$ cat config.mk
export PLATFORM = sky130hd
export DESIGN_NAME = mem_stage_flat
export DESIGN_NICKNAME = d
export VERILOG_FILES = /design/src/rtl/mem_stage_if.sv /design/src/rtl/mem_stage.sv /design/src/flat_wrapper.sv
export SDC_FILE = /design/constraint.sdc
export NUM_CORES = 1
export LEC_CHECK = 0
export ABC_CLOCK_PERIOD_IN_PS = 1650
export BUFFER_PORTS_ARGS = -buffer_cell sky130_fd_sc_hd__buf_2
export CORE_UTILIZATION = 43
export DETAILED_ROUTE_END_ITERATION = 8
export PLACE_DENSITY = 0.8
export SLEW_MARGIN = 30
export SYNTH_ARGS = -nofsm -noshare
export SYNTH_HDL_FRONTEND = slang
export SYNTH_SLANG_ARGS = --single-unit
export TNS_END_PERCENT = 50
$ cat constraint.sdc
create_clock -name clk -period 1.65 [get_ports clk]
set_clock_uncertainty 0.2 [all_clocks]
set_input_delay 0 -clock clk [delete_from_list [all_inputs] [get_ports clk]]
set_output_delay 0 -clock clk [all_outputs]
set_load 0.02 [all_outputs]
$ cat src/rtl/mem_stage_if.sv
// Memory-side bus of the MEM stage: request/write-enable/address/data
// from the stage, read data and acknowledge back from memory.
interface mem_stage_if;
   logic        mem_req;
   logic        mem_we;
   logic [31:0] mem_addr;
   logic [31:0] mem_wdata;
   logic [31:0] mem_rdata;
   logic        mem_ack;

   modport master (
      output mem_req, mem_we, mem_addr, mem_wdata,
      input  mem_rdata, mem_ack
   );

   modport slave (
      input  mem_req, mem_we, mem_addr, mem_wdata,
      output mem_rdata, mem_ack
   );
endinterface

$ cat src/rtl/mem_stage.sv
// MEM pipeline stage: passes ALU results through to MEM/WB, runs loads and
// stores over a req/ack memory bus while stalling upstream, and parks in a
// terminal HALTED state after a halt instruction retires.
// Optional feature: define MEM_TIMEOUT_EN to abort accesses that go
// unacknowledged for TIMEOUT_CYCLES BUSY cycles (MemErr pulses on abort).
module mem_stage #(
   parameter int unsigned TIMEOUT_CYCLES = 16
) (
   input  logic        clk,
   input  logic        reset,
   // EX/MEM pipeline register
   input  logic        RegWriteIn,
   input  logic        MemtoRegIn,
   input  logic        MemWriteIn,
   input  logic [31:0] ALUResultIn,
   input  logic [4:0]  WriteRegIn,
   input  logic [31:0] WriteDataIn,
   input  logic        HaltIn,
   // memory bus
   mem_stage_if.master mem,
   // MEM/WB pipeline register
   output logic        RegWriteOut,
   output logic        MemtoRegOut,
   output logic [31:0] ReadDataOut,
   output logic [31:0] ALUResultOut,
   output logic [4:0]  WriteRegOut,
   output logic        HaltOut,
   output logic        Stall,
   output logic        MemErr
);

   typedef enum logic [1:0] {S_IDLE, S_BUSY, S_HALTED} state_t;

   state_t      r_state, w_next;
   logic        w_mem_op;
   logic        w_stall, w_req, w_done, w_timeout;
   logic [31:0] r_addr, r_wdata;
   logic        r_is_store, r_regwrite, r_halt;
   logic [4:0]  r_wreg;

   assign w_mem_op = MemtoRegIn | MemWriteIn;

`ifdef MEM_TIMEOUT_EN
   localparam int unsigned CW = $clog2(TIMEOUT_CYCLES + 1);
   logic [CW-1:0] r_cnt;

   assign w_timeout = (r_state == S_BUSY) && !mem.mem_ack &&
                      (r_cnt == CW'(TIMEOUT_CYCLES - 1));

   // Count consecutive unacknowledged BUSY cycles; clear on abort or exit
   always_ff @(posedge clk or negedge reset) begin
      if (!reset)
         r_cnt <= '0;
      else if (r_state == S_BUSY && !mem.mem_ack && !w_timeout)
         r_cnt <= r_cnt + 1'b1;
      else
         r_cnt <= '0;
   end

   // One-cycle error pulse on the abort edge
   always_ff @(posedge clk or negedge reset) begin
      if (!reset)
         MemErr <= 1'b0;
      else
         MemErr <= w_timeout;
   end
`else
   logic w_unused_timeout;
   assign w_unused_timeout = ^TIMEOUT_CYCLES;
   assign w_timeout        = 1'b0;
   assign MemErr           = 1'b0;
`endif

   // State register
   always_ff @(posedge clk or negedge reset) begin
      if (!reset)
         r_state <= S_IDLE;
      else
         r_state <= w_next;
   end

   // Next-state, stall and bus request decode
   always_comb begin
      w_next  = r_state;
      w_stall = 1'b0;
      w_req   = 1'b0;
      w_done  = 1'b0;
      unique case (r_state)
         S_IDLE: begin
            w_stall = w_mem_op;
            if (w_mem_op)
               w_next = S_BUSY;
            else if (HaltIn)
               w_next = S_HALTED;
         end
         S_BUSY: begin
            w_req = 1'b1;
            if (mem.mem_ack) begin
               w_done = 1'b1;
               w_next = r_halt ? S_HALTED : S_IDLE;
            end else if (w_timeout) begin
               w_next = S_IDLE;
            end else begin
               w_stall = 1'b1;
            end
         end
         S_HALTED: w_stall = 1'b1;
         default:  w_next  = S_IDLE;
      endcase
   end

   // Stall is forced low while reset is held, even if a memory op is presented
   assign Stall         = reset & w_stall;
   assign mem.mem_req   = w_req;
   assign mem.mem_we    = w_req & r_is_store;
   assign mem.mem_addr  = r_addr;
   assign mem.mem_wdata = r_wdata;

   // Capture the memory instruction when it is accepted in IDLE
   always_ff @(posedge clk or negedge reset) begin
      if (!reset) begin
         r_addr     <= '0;
         r_wdata    <= '0;
         r_is_store <= 1'b0;
         r_regwrite <= 1'b0;
         r_halt     <= 1'b0;
         r_wreg     <= '0;
      end else if (r_state == S_IDLE && w_mem_op) begin
         r_addr     <= ALUResultIn;
         r_wdata    <= WriteDataIn;
         r_is_store <= MemWriteIn;
         r_regwrite <= RegWriteIn;
         r_halt     <= HaltIn;
         r_wreg     <= WriteRegIn;
      end
   end

   // MEM/WB register: pass-through, completion write, bubble or halt hold
   always_ff @(posedge clk or negedge reset) begin
      if (!reset) begin
         RegWriteOut  <= 1'b0;
         MemtoRegOut  <= 1'b0;
         ReadDataOut  <= '0;
         ALUResultOut <= '0;
         WriteRegOut  <= '0;
         HaltOut      <= 1'b0;
      end else if (r_state == S_HALTED) begin
         RegWriteOut <= 1'b0;
         MemtoRegOut <= 1'b0;
         HaltOut     <= 1'b1;
      end else if (w_done) begin
         RegWriteOut  <= r_regwrite;
         MemtoRegOut  <= ~r_is_store;
         ReadDataOut  <= r_is_store ? 32'h0 : mem.mem_rdata;
         ALUResultOut <= r_addr;
         WriteRegOut  <= r_wreg;
         HaltOut      <= r_halt;
      end else if (r_state == S_IDLE && !w_mem_op) begin
         RegWriteOut  <= RegWriteIn;
         MemtoRegOut  <= 1'b0;
         ReadDataOut  <= '0;
         ALUResultOut <= ALUResultIn;
         WriteRegOut  <= WriteRegIn;
         HaltOut      <= HaltIn;
      end else begin
         RegWriteOut <= 1'b0;
         MemtoRegOut <= 1'b0;
         HaltOut     <= 1'b0;
      end
   end

endmodule

$ cat src/flat_wrapper.sv
// flat-port wrapper written by rule: the top's interface ports become plain ports
module mem_stage_flat 
#(
   parameter int unsigned TIMEOUT_CYCLES = 16
)
  (clk, reset, RegWriteIn, MemtoRegIn, MemWriteIn, ALUResultIn, WriteRegIn, WriteDataIn, HaltIn, RegWriteOut, MemtoRegOut, ReadDataOut, ALUResultOut, WriteRegOut, HaltOut, Stall, MemErr, mem_mem_req, mem_mem_we, mem_mem_addr, mem_mem_wdata, mem_mem_rdata, mem_mem_ack);
  mem_stage_if mem_i ();
  input  logic clk;
  input  logic reset;
  input  logic RegWriteIn;
  input  logic MemtoRegIn;
  input  logic MemWriteIn;
  input  logic [31:0] ALUResultIn;
  input  logic [4:0] WriteRegIn;
  input  logic [31:0] WriteDataIn;
  input  logic HaltIn;
  output logic RegWriteOut;
  output logic MemtoRegOut;
  output logic [31:0] ReadDataOut;
  output logic [31:0] ALUResultOut;
  output logic [4:0] WriteRegOut;
  output logic HaltOut;
  output logic Stall;
  output logic MemErr;
  output wire logic [$bits(mem_i.mem_req)-1:0] mem_mem_req;
  output wire logic [$bits(mem_i.mem_we)-1:0] mem_mem_we;
  output wire logic [$bits(mem_i.mem_addr)-1:0] mem_mem_addr;
  output wire logic [$bits(mem_i.mem_wdata)-1:0] mem_mem_wdata;
  input wire logic [$bits(mem_i.mem_rdata)-1:0] mem_mem_rdata;
  input wire logic [$bits(mem_i.mem_ack)-1:0] mem_mem_ack;
  assign mem_mem_req = mem_i.mem_req;
  assign mem_mem_we = mem_i.mem_we;
  assign mem_mem_addr = mem_i.mem_addr;
  assign mem_mem_wdata = mem_i.mem_wdata;
  assign mem_i.mem_rdata = mem_mem_rdata;
  assign mem_i.mem_ack = mem_mem_ack;
  mem_stage #(.TIMEOUT_CYCLES(TIMEOUT_CYCLES)) u_core (.clk(clk), .reset(reset), .RegWriteIn(RegWriteIn), .MemtoRegIn(MemtoRegIn), .MemWriteIn(MemWriteIn), .ALUResultIn(ALUResultIn), .WriteRegIn(WriteRegIn), .WriteDataIn(WriteDataIn), .HaltIn(HaltIn), .mem(mem_i), .RegWriteOut(RegWriteOut), .MemtoRegOut(MemtoRegOut), .ReadDataOut(ReadDataOut), .ALUResultOut(ALUResultOut), .WriteRegOut(WriteRegOut), .HaltOut(HaltOut), .Stall(Stall), .MemErr(MemErr));
endmodule
==> impl_results.md, run 1 <==
- # IOs: about 250
- First-pass GRT wire length: 25300 um
- Cell variety after synth: 22
- RePlAce Congestion: 0.798
- Worst EP required: 1.45 ns
- Vias: ~4.9k
- Clk_lat worst skew: 0.41 ns
- Pin count of the biggest net entering global routing: 74
- Num CTS Buffers: 17
- Core Footprint: 12800 sq um
- Vias in the first global route: 5027
- Post-Layout Cell Count: 941
- Max Freq: 530 MHz
- Iter 0 DRT Violations: 264
- Worst Setup Start Kind: register
- Synth Instances: 372
- Worst path max stage delay: 0.41 ns
- Syn_nets: 480
- Reg area: 3660 sq um
- Synth area leader: dfrtp_1
- RSZ-0062 raised after global routing: true
- Clock Sinks: between 100 and 150
- Setup CP Type: reg -> out
- Total of warnings raised by yosys: 0
- CTS tree: done
- Number of flops mapped to enable cells by yosys: 0
- Initial core utilization: 44.7%
- Port buffer count: 246
- Final ANT Viol Nets: 0
- Yosys reg bits: 146
- Placed Cells: 776
- Top post-synthesis cells by count: dfrtp_1, a22o_1, mux2_1
- Multi-input logic area: 2050 sq um
- Max-cap violation count: 0
- PD cells: between 2000 and 2500 nW/um^2
- Most area-consuming cells after synthesis: dfrtp_1, mux2_1, a22o_1
- Worst Slack Setup Final: -0.238 ns
- Avg WL per Cell: 19.2 um
- Mapped Area: 5700 sq um
- Leak Pwr: 5.00 nW
- Routed wire length: between 15000 and 20000 um
- Setup violations, final: roughly 130
- Sequential element share of the synthesized area: 64.0%
- Die W: around 120 um
- Cell with the most instances after synthesis: dfrtp_1
- Most repeated library cell on the critical path: buf_6
- Total GRT Usage: around a quarter
- Root Buffer: clkbuf_16
- Yosys top cell area share: 64.0%
- CP max stage cell: dfrtp_2
- Fillers: 784
- Clock Path Buffers: 2
- Initial antenna violation count: 1
- Worst setup EP type: output port
- Status: finished, violations left
- Async S/R FF share, synth: 100%
- Vias/cell: 5.16
- H-tree level count: 4
- Drt first pass iters: 5
- Grt ovf: 0
- Remaining DRCs: 0
- Failing checks: setup timing
- Arr. time, crit path: 1.69 ns
- Tmin final: roughly 1.9 ns
- Share of layout cells above drive strength 1: 49.0%
- Row Count: 41
- Final period util: 114%
- Hold Violations, Final: 0
- Worst min path class: in -> reg
- Mean Syn Cell Area: 15.3 sq um
- Die Y-Extent: 117 um
- Setup tns final: -14.91 ns
- Nets: 864
- Worst-path fanout max: 3
- Post-synth top flop: dfrtp_1
- Final Slew Violations: 0
- Detailed Place HPWL: 9180 um
- Crit-path cells: buf_6 -> and2b_2 -> nor2b_4 -> o31a_1 -> buf_6
- DIE AREA: 13700 sq um
- Area grow syn2layout: 66.6%
- Clock slew seen by the registers of the worst setup and hold paths: about 0.06 ns
- Worst VDD drop: 1200 uV
==> critical path, delay by kind of cell, from the launching register on <==
| family | cells | cell delay [ns] |
|---|---|---|
| flip-flops | 1 | 0.41 |
| AND/OR/NAND/NOR | 2 | 0.38 |
| buffers and inverters | 2 | 0.24 |
| AO/OA/AOI/OAI | 1 | 0.24 |
==> cell families after synthesis <==
group / synth area share, %
flip-flops: 64.0
multiplexers: 14.0
AO/OA/AOI/OAI: 16.2
other: 0.0657
AND/OR/NAND/NOR: 1.86
buffers and inverters: 3.84
==> through the flow <==
stage | hold slack (ns) | cell area, sq um | util, % | setup WS, ns | power [mW]
3_5_place_dp | -0.372 | 7180 | 56.2 | -0.0587 | 14.1
3_3_place_gp | -0.377 | 7180 | 56.2 | -0.0226 | 13.8
5_1_grt | 0.0242 | 9500 | 74.4 | -0.285 | 21.2
4_1_cts | -0.00544 | 9170 | 71.8 | -0.185 | 19.0
2_1_floorplan | -0.496 | 5710 | - | -0.0142 | 11.3
6_report | 0.0249 | 9500 | 74.4 | -0.238 | 20.2
==> flip-flops by register name, indices dropped and copies added, names as in the netlist <==
register,count
u_core.ALUResultOut,32
u_core.ReadDataOut,32
u_core.mem.mem_addr,32
u_core.mem.mem_wdata,32
u_core.WriteRegOut,5
u_core.r_wreg,5
u_core.r_state,2
u_core.HaltOut,1
u_core.MemtoRegOut,1
u_core.RegWriteOut,1
u_core.r_halt,1
u_core.r_is_store,1
u_core.r_regwrite,1
==> cells in the final DEF (no fill, tap or decap), drive strengths merged <==
cell and instances:
nor2 2, buf 280, and2b 1, a21o 37, diode 1, o21a 1, o31a 1, bufinv 3
clkbuf 24, dfrtp 146, clkinv 8, or2 1, conb 1, mux2 71, and2 1, a22o 71
nor4 1, nand2 4, and3b 1, nor2b 3, a31oi 1, dlygate4sd3 110
==> final cells by class <==
class	count	area share, %
clock buffer	20	4.70
timing repair buffer	394	31.5
tap	172	2.26
clock inverter	11	1.45
multi-input combinational	197	21.6
antenna	1	0.0263
sequential	146	38.5
==> final timing paths <==
kind,start,endpoint,slack [ns],cells past startpoint
min in group asynchronous,reset,u_core.mem.mem_wdata[7],0.47,3
min reg2reg,u_core.ALUResultOut[3],u_core.ALUResultOut[3],0.27,1
max reg2reg,u_core.r_state[1],u_core.ReadDataOut[31],-0.20,8
max,u_core.r_state[1],Stall,-0.24,5
min,MemtoRegIn,u_core.mem.mem_wdata[29],0.02,4
max in group asynchronous,reset,u_core.mem.mem_wdata[20],0.30,4
==> layer usage <==
metal  global-route usage, %  part of all wire, %  vias up
met4                    14.5                  3.4        0
met1                    27.4                   38     2417
li1                        -                    -     2152
met2                    44.0                   52      233
met5                       0                    0        -
met3                    7.21                  6.2       54
==> power breakdown <==
part | total, mW | switching [mW] | leakage (nW) | internal (mW)
clock | 3.82 | 1.42 | 0.293 | 2.40
sequential | 6.58 | 1.18 | 1.79 | 5.40
combinational | 9.84 | 5.07 | 2.91 | 4.77
total | 20.2 | 7.67 | 5.00 | 12.6
==> timing repair <==
item                                    in CTS  in global routing
resized for setup                           15                 70
hold buffers                               110                  0
pin swaps                                   28                  9
endpoints found under the setup margin     101                132
buffers inserted                             8                  7
endpoints found under the hold margin      291                  0
cloned                                       6                  3
(Power assumes the default switching activity.)
==> inputs of run 2 (changes only) <==
- MAX_ROUTING_LAYER: default -> met4
- REMOVE_ABC_BUFFERS: default -> 1
==> run 2 against run 1 <==
- the run still ends with setup timing left
- sequential power hardly changed
- routed wire length is 7.3% higher
- first-iteration DRC count is 92% higher
- clock power is 15% higher
- power is 1.8% lower
- worst setup slack worse by 0.043 ns
- combinational power is 9.8% lower
- die area stayed put
- global-route usage is 3.2 points higher
- maximum frequency is 2.2% lower
- worst hold slack better by 0.0025 ns
- cell count is 0.21% lower
- critical path type unchanged
==> impl_results.md, run 2 (synthesis results as in run 1) <==
- Status: finished, violations left (unchanged)
- Failing checks: setup timing (unchanged)
- Max-cap violation count: 0 (unchanged)
- Clk_lat worst skew: 0.42 ns (was 0.41 ns)
- Share of layout cells above drive strength 1: 42.5% (was 49.0%)
- RSZ-0062 raised after global routing: true (unchanged)
- Row Count: 41 (unchanged)
- Leak Pwr: 4.81 nW (was 5.00 nW)
- Fin area: 9320 sq um (was 9500 sq um)
- Drt first pass iters: 5 (unchanged)
- Routed wire length: 19400 um (was 18100 um)
- Fillers: 750 (was 784)
- Grt met1 use: 31.1% (was 27.4%)
- Remaining DRCs: 0 (unchanged)
- Clock slew seen by the registers of the worst setup and hold paths: 0.06 ns (about the same)
- Most frequent cells in the layout: buf_2, dfrtp_1, dlygate4sd3_1 (unchanged)
- Worst Setup Start Kind: register (unchanged)
- Final Slew Violations: 0 (unchanged)
- Worst setup EP type: output port (unchanged)
- Final ANT Viol Nets: 0 (unchanged)
- Grt ovf: 0 (unchanged)
- Detailed Place HPWL: 10100 um (was 9180 um)
- Hold Violations, Final: 0 (unchanged)
- Most common cell after layout, fill and taps aside: buf_2 (unchanged)
- Initial antenna violation count: 2 (was 1)
- First-pass GRT wire length: 27300 um (was 25300 um)
- Area grow syn2layout: 63.5% (was 66.6%)
- Num CTS Buffers: 17 (unchanged)
- Total GRT Usage: 28.4% (was 25.2%)
- Slew @ Worst Pin: 0.604 ns
- PD cells: 2130 nW/um^2 (about the same)
- # IOs: 248 (unchanged)
- Die Y-Extent: 117 um (unchanged)
- Clock Path Buffers: 2 (unchanged)
- GR Util met2: 46.8% (was 44.0%)
- Die W: 117 um (unchanged)
- Root Buffer: clkbuf_16 (unchanged)
- Busiest grt layer: met2 (unchanged)
- Nets: 860 (was 864)
- Core Util, Final: 73.0% (was 74.4%)
- Initial core utilization: 44.7% (unchanged)
- Vias in the first global route: 5014 (was 5027)
- Worst Slack Setup Final: -0.280 ns (was -0.238 ns)
- Setup CP Type: reg -> out (unchanged)
- Iter 0 DRT Violations: 506 (was 264)
- Port buffer count: 246 (unchanged)
- Clock Sinks: 146 (unchanged)
- Worst VDD drop: 1120 uV (was 1200 uV)
- Avg WL per Cell: 20.7 um (was 19.2 um)
- Max Freq: 518 MHz (was 530 MHz)
- Vias: 5041 (was 4856)
- CTS tree: done (unchanged)
- Vias/cell: 5.37 (was 5.16)
- Worst-path fanout max: 3 (unchanged)
- Placed Area: 7160 sq um (was 7180 sq um)
- Final period util: 117% (was 114%)
- Core Footprint: 12800 sq um (unchanged)
- RePlAce Congestion: 0.763 (was 0.798)
- Setup violations, final: 101 (was 131)
- Tmin final: 1.93 ns (was 1.89 ns)
- Worst min path class: in -> async (was in -> reg)
- H-tree level count: 4 (unchanged)
- DIE AREA: 13700 sq um (unchanged)
- Arr. time, crit path: 1.73 ns (was 1.69 ns)
- GRT met3 Usage: 9.37% (was 7.21%)
- Worst EP required: 1.45 ns (about the same)
- Pin count of the biggest net entering global routing: 92 (was 74)
- Setup tns final: -14.45 ns (was -14.91 ns)
- Headroom to the max-slew limit: 59.6%
-- run 2: layout make-up --
| cell class | count | area, sq um | share of cell area, % |
|---|---|---|---|
| flip-flops and latches | 146 | 3650 | 39.2 |
| repair buffers | 390 | 2930 | 31.4 |
| multi-input cells | 197 | 1850 | 19.9 |
| clock buffers | 19 | 433 | 4.64 |
| clock inverters | 13 | 233 | 2.50 |
| well taps | 172 | 215 | 2.31 |
| diodes | 2 | 5.00 | 0.0537 |
-- run 2: per-layer routing --
metal	vias up	part of all wire, %
met2	316	50
li1	2143	-
met1	2514	38
met4	0	3.2
met5	-	0
met3	68	9.0
-- run 2: stage by stage --
| stage | cells | hold WS, ns | power, mW | worst slack [ns] |
|---|---|---|---|---|
| after floorplan | 343 | -0.496 | 11.1 | -1.45 |
| after global placement | 776 | -0.355 | 13.9 | -0.0373 |
| after detailed placement | 776 | -0.352 | 14.2 | -0.103 |
| after CTS | 928 | 0.0316 | 19.2 | -0.236 |
| after global routing | 939 | 0.0576 | 20.8 | -0.342 |
| final | 939 | 0.0275 | 19.9 | -0.280 |
-- run 2: where the power goes --
group	internal (mW)	leakage (nW)	switching (mW)
clock network	2.84	0.322	1.55
logic	3.89	2.70	4.99
registers	5.40	1.79	1.20
total	12.1	4.81	7.73
-- run 2: repair_timing --
action                                  4_1_cts  5_1_grt
gates cloned                                  4        6
hold buffers                                109        0
resized for setup                            24        7
endpoints found under the setup margin      127      135
hold endpoints to repair                    291        0
pin swaps                                    30       23
setup buffers                                 7        6
-- run 2: worst max-delay path, cell delays in order (launching register included) --
cell and delay, ns:
dfrtp_1 0.42, buf_6 0.13, and2b_2 0.19, nor2b_1 0.16
o31a_1 0.27, buf_6 0.14
-- run 2: path summary, 6_finish.rpt --
| kind | from | endpoint | slack [ns] | cells after the start |
|---|---|---|---|---|
| min in group clk | MemtoRegIn | u_core.r_state[0] | 0.05 | 4 |
| worst max register to register | u_core.r_state[1] | u_core.ReadDataOut[13] | -0.26 | 7 |
| max in group asynchronous | reset | u_core.ALUResultOut[6] | 0.32 | 3 |
| worst min-delay path | reset | u_core.mem.mem_addr[21] | 0.03 | 3 |
| worst max-delay path | u_core.r_state[0] | Stall | -0.28 | 5 |
| worst min register to register | u_core.ALUResultOut[26] | u_core.ALUResultOut[26] | 0.28 | 1 |
==> inputs of run 3 (changes only) <==
- BUFFER_PORTS_ARGS: -buffer_cell sky130_fd_sc_hd__buf_2 -> -buffer_cell sky130_fd_sc_hd__buf_4
==> run 3 against run 2 <==
- the run still ends with setup timing left
- largest power group unchanged
- largest cell class unchanged
- die area unchanged
- sequential power up 2%
- critical path type is now reg -> reg
- worst hold slack improved by 0.031 ns
==> impl_results.md, run 3 (synthesis results as in run 1) <==
- Status: finished, violations left (unchanged)
- Failing checks: setup timing (unchanged)
- Most common cell after layout, fill and taps aside: buf_4 (was buf_2)
- Initial antenna violation count: 1 (was 2)
- Hold Violations, Final: 0 (unchanged)
- Seq pwr share: 31.7% (was 33.2%)
- Clock Sinks: 146 (unchanged)
- Post-Layout Cell Count: 944 (was 939)
- Sw Pwr: 8.13 mW (was 7.73 mW)
- Die Y-Extent: 117 um (unchanged)
- Root Buffer: clkbuf_16 (unchanged)
- Worst min path class: in -> reg (was in -> async)
- PD cells: 2130 nW/um^2 (about the same)
- R2r startpoint: u_core.r_state[1] (unchanged)
- Initial core utilization: 44.7% (unchanged)
- Tmin final: 1.95 ns (was 1.93 ns)
- First-pass GRT wire length: 29100 um (was 27300 um)
- CP max stage cell: dfrtp_2 (was dfrtp_1)
- Setup CP Type: reg -> reg (was reg -> out)
- Final Slew Violations: 0 (unchanged)
- Port buffer count: 246 (unchanged)
- Most frequent cells in the layout: buf_4, dfrtp_1, dlygate4sd3_1 (was buf_2, dfrtp_1, dlygate4sd3_1)
- Row Count: 41 (unchanged)
- Cell Int Power: 13.1 mW (was 12.1 mW)
- Setup violations, final: 146 (was 101)
- Total Power: 21.3 mW (was 19.9 mW)
- Max-cap violation count: 0 (unchanged)
- End of the worst register-to-register path: u_core.ReadDataOut[10] (was u_core.ReadDataOut[13])
- Vias: 5172 (was 5041)
- Routed wire length: 21600 um (was 19400 um)
- Hold wc startpoint: MemWriteIn
- Drt first pass iters: 5 (unchanged)
- Worst-path fanout max: 8 (was 3)
- Buffers plus inverters on the worst setup path: 2 (unchanged)
- Worst VDD drop: 1330 uV (was 1120 uV)
- Vias in the first global route: 5247 (was 5014)
- Comb power frac: 49.2% (was 44.7%)
- Placed Cells: 776 (unchanged)
- Worst EP required: 1.80 ns (was 1.45 ns)
- Core Footprint: 12800 sq um (unchanged)
- Clock slew seen by the registers of the worst setup and hold paths: 0.06 ns (about the same)
- Crit-path cells: buf_6 -> and3b_2 -> nor2b_4 -> clkbuf_16 -> a22o_1 (was buf_6 -> and2b_2 -> nor2b_1 -> o31a_1 -> buf_6)
- Grt ovf: 0 (unchanged)
- Nets: 866 (was 860)
- Sw Share: 38.2% (was 38.9%)
- Reg2reg setup slack: -0.30 ns (was -0.26 ns)
- RePlAce Congestion: 0.751 (was 0.763)
- CTS tree: done (unchanged)
- Final ANT Viol Nets: 0 (unchanged)
- Hold path cells: 5
- Worst Slack Setup Final: -0.297 ns (was -0.280 ns)
- Total GRT Usage: 30.3% (was 28.4%)
- Num CTS Buffers: 17 (unchanged)
- Leak Pwr: 5.04 nW (was 4.81 nW)
- # IOs: 248 (unchanged)
- Setup Slack @ Placement: -0.115 ns (was -0.103 ns)
- Remaining DRCs: 0 (unchanged)
- RSZ-0062 raised after global routing: true (unchanged)
- Clock share of power: 19.1% (was 22.1%)
- Avg WL per Cell: 22.9 um (was 20.7 um)
- Vias/cell: 5.48 (was 5.37)
- Setup tns final: -19.90 ns (was -14.45 ns)
- FF-to-FF path depth: 5 (was 7)
- Detailed Place HPWL: 10500 um (was 10100 um)
- Clk_lat worst skew: 0.42 ns (about the same)
- WHS Endpoint: u_core.mem.mem_wdata[3]
- Worst setup EP type: register (was output port)
- Minimum hold slack: 0.0588 ns (was 0.0275 ns)
- Clock Path Buffers: 2 (unchanged)
- Share of layout cells above drive strength 1: 43.1% (was 42.5%)
- Final period util: 118% (was 117%)
- Max Freq: 514 MHz (was 518 MHz)
- DIE AREA: 13700 sq um (unchanged)
- Core Util, Final: 78.3% (was 73.0%)
- Arr. time, crit path: 2.10 ns (was 1.73 ns)
- Iter 0 DRT Violations: 392 (was 506)
- H-tree level count: 4 (unchanged)
- CP top delay family: simple AND/OR/NAND/NOR gates (was flip-flops)
- Die W: 117 um (unchanged)
- Placed Area: 7760 sq um (was 7160 sq um)
- Pin count of the biggest net entering global routing: 69 (was 92)
- Worst Setup Start Kind: register (unchanged)
- Fin area: 10000 sq um (was 9320 sq um)
- Worst path max stage delay: 0.44 ns (was 0.42 ns)
- Area grow syn2layout: 75.3% (was 63.5%)
==> run 3: cell type report <==
cell class / count / area [sq um]
multi-input combinational: 197 / 1860
fill: 658 / 2770
clock inverter: 9 / 128
antenna: 1 / 2.50
tap: 172 / 215
clock buffer: 23 / 488
sequential: 146 / 3660
timing repair buffer: 396 / 3660
==> run 3: worst max-delay path by stage <==
stage                                  from                       end  slack (ns)  depth (start not counted)
after floorplan           u_core.r_state[1]             u_core.r_halt       -1.45                          3
after detailed placement  u_core.r_state[1]  u_core.mem.mem_wdata[14]       -0.11                          4
after CTS                 u_core.r_state[0]                     Stall       -0.18                          4
after global placement    u_core.r_state[1]     u_core.WriteRegOut[2]       -0.03                          4
final                     u_core.r_state[1]    u_core.ReadDataOut[10]       -0.30                          5
after global routing      u_core.r_state[1]    u_core.ReadDataOut[10]       -0.33                          5
==> run 3: tightest hold or removal path: cells and delay by family <==
kind	cells	cell delay [ns]
muxes	1	0.14
AOI/OAI and AO/OA	1	0.15
buffers and inverters	3	0.33
==> run 3: per-layer routing <==
metal	track usage [%]	vias up	wire, um
met5	-	-	0
met4	14.8	0	725
met3	8.55	61	1720
met2	49.1	306	10500
met1	34.6	2642	8640
li1	-	2163	-
==> run 3: power groups by stage <==
stage	clock network, mW	logic [mW]	registers, mW
CTS	4.06	9.82	6.53
global route	4.26	10.9	6.92
floorplan	0	2.61	8.44
global placement	0	8.54	6.44
detailed placement	0	8.72	6.55
finish	4.06	10.5	6.74
==> run 3: timing repair <==
action                                  in CTS  in global routing
cloned                                       6                  6
endpoints found under the setup margin     143                146
gates resized for setup                     19                  8
pin swaps                                   17                 24
endpoints found under the hold margin      291                  0
buffers inserted                            10                  3
hold buffers                               110                  0
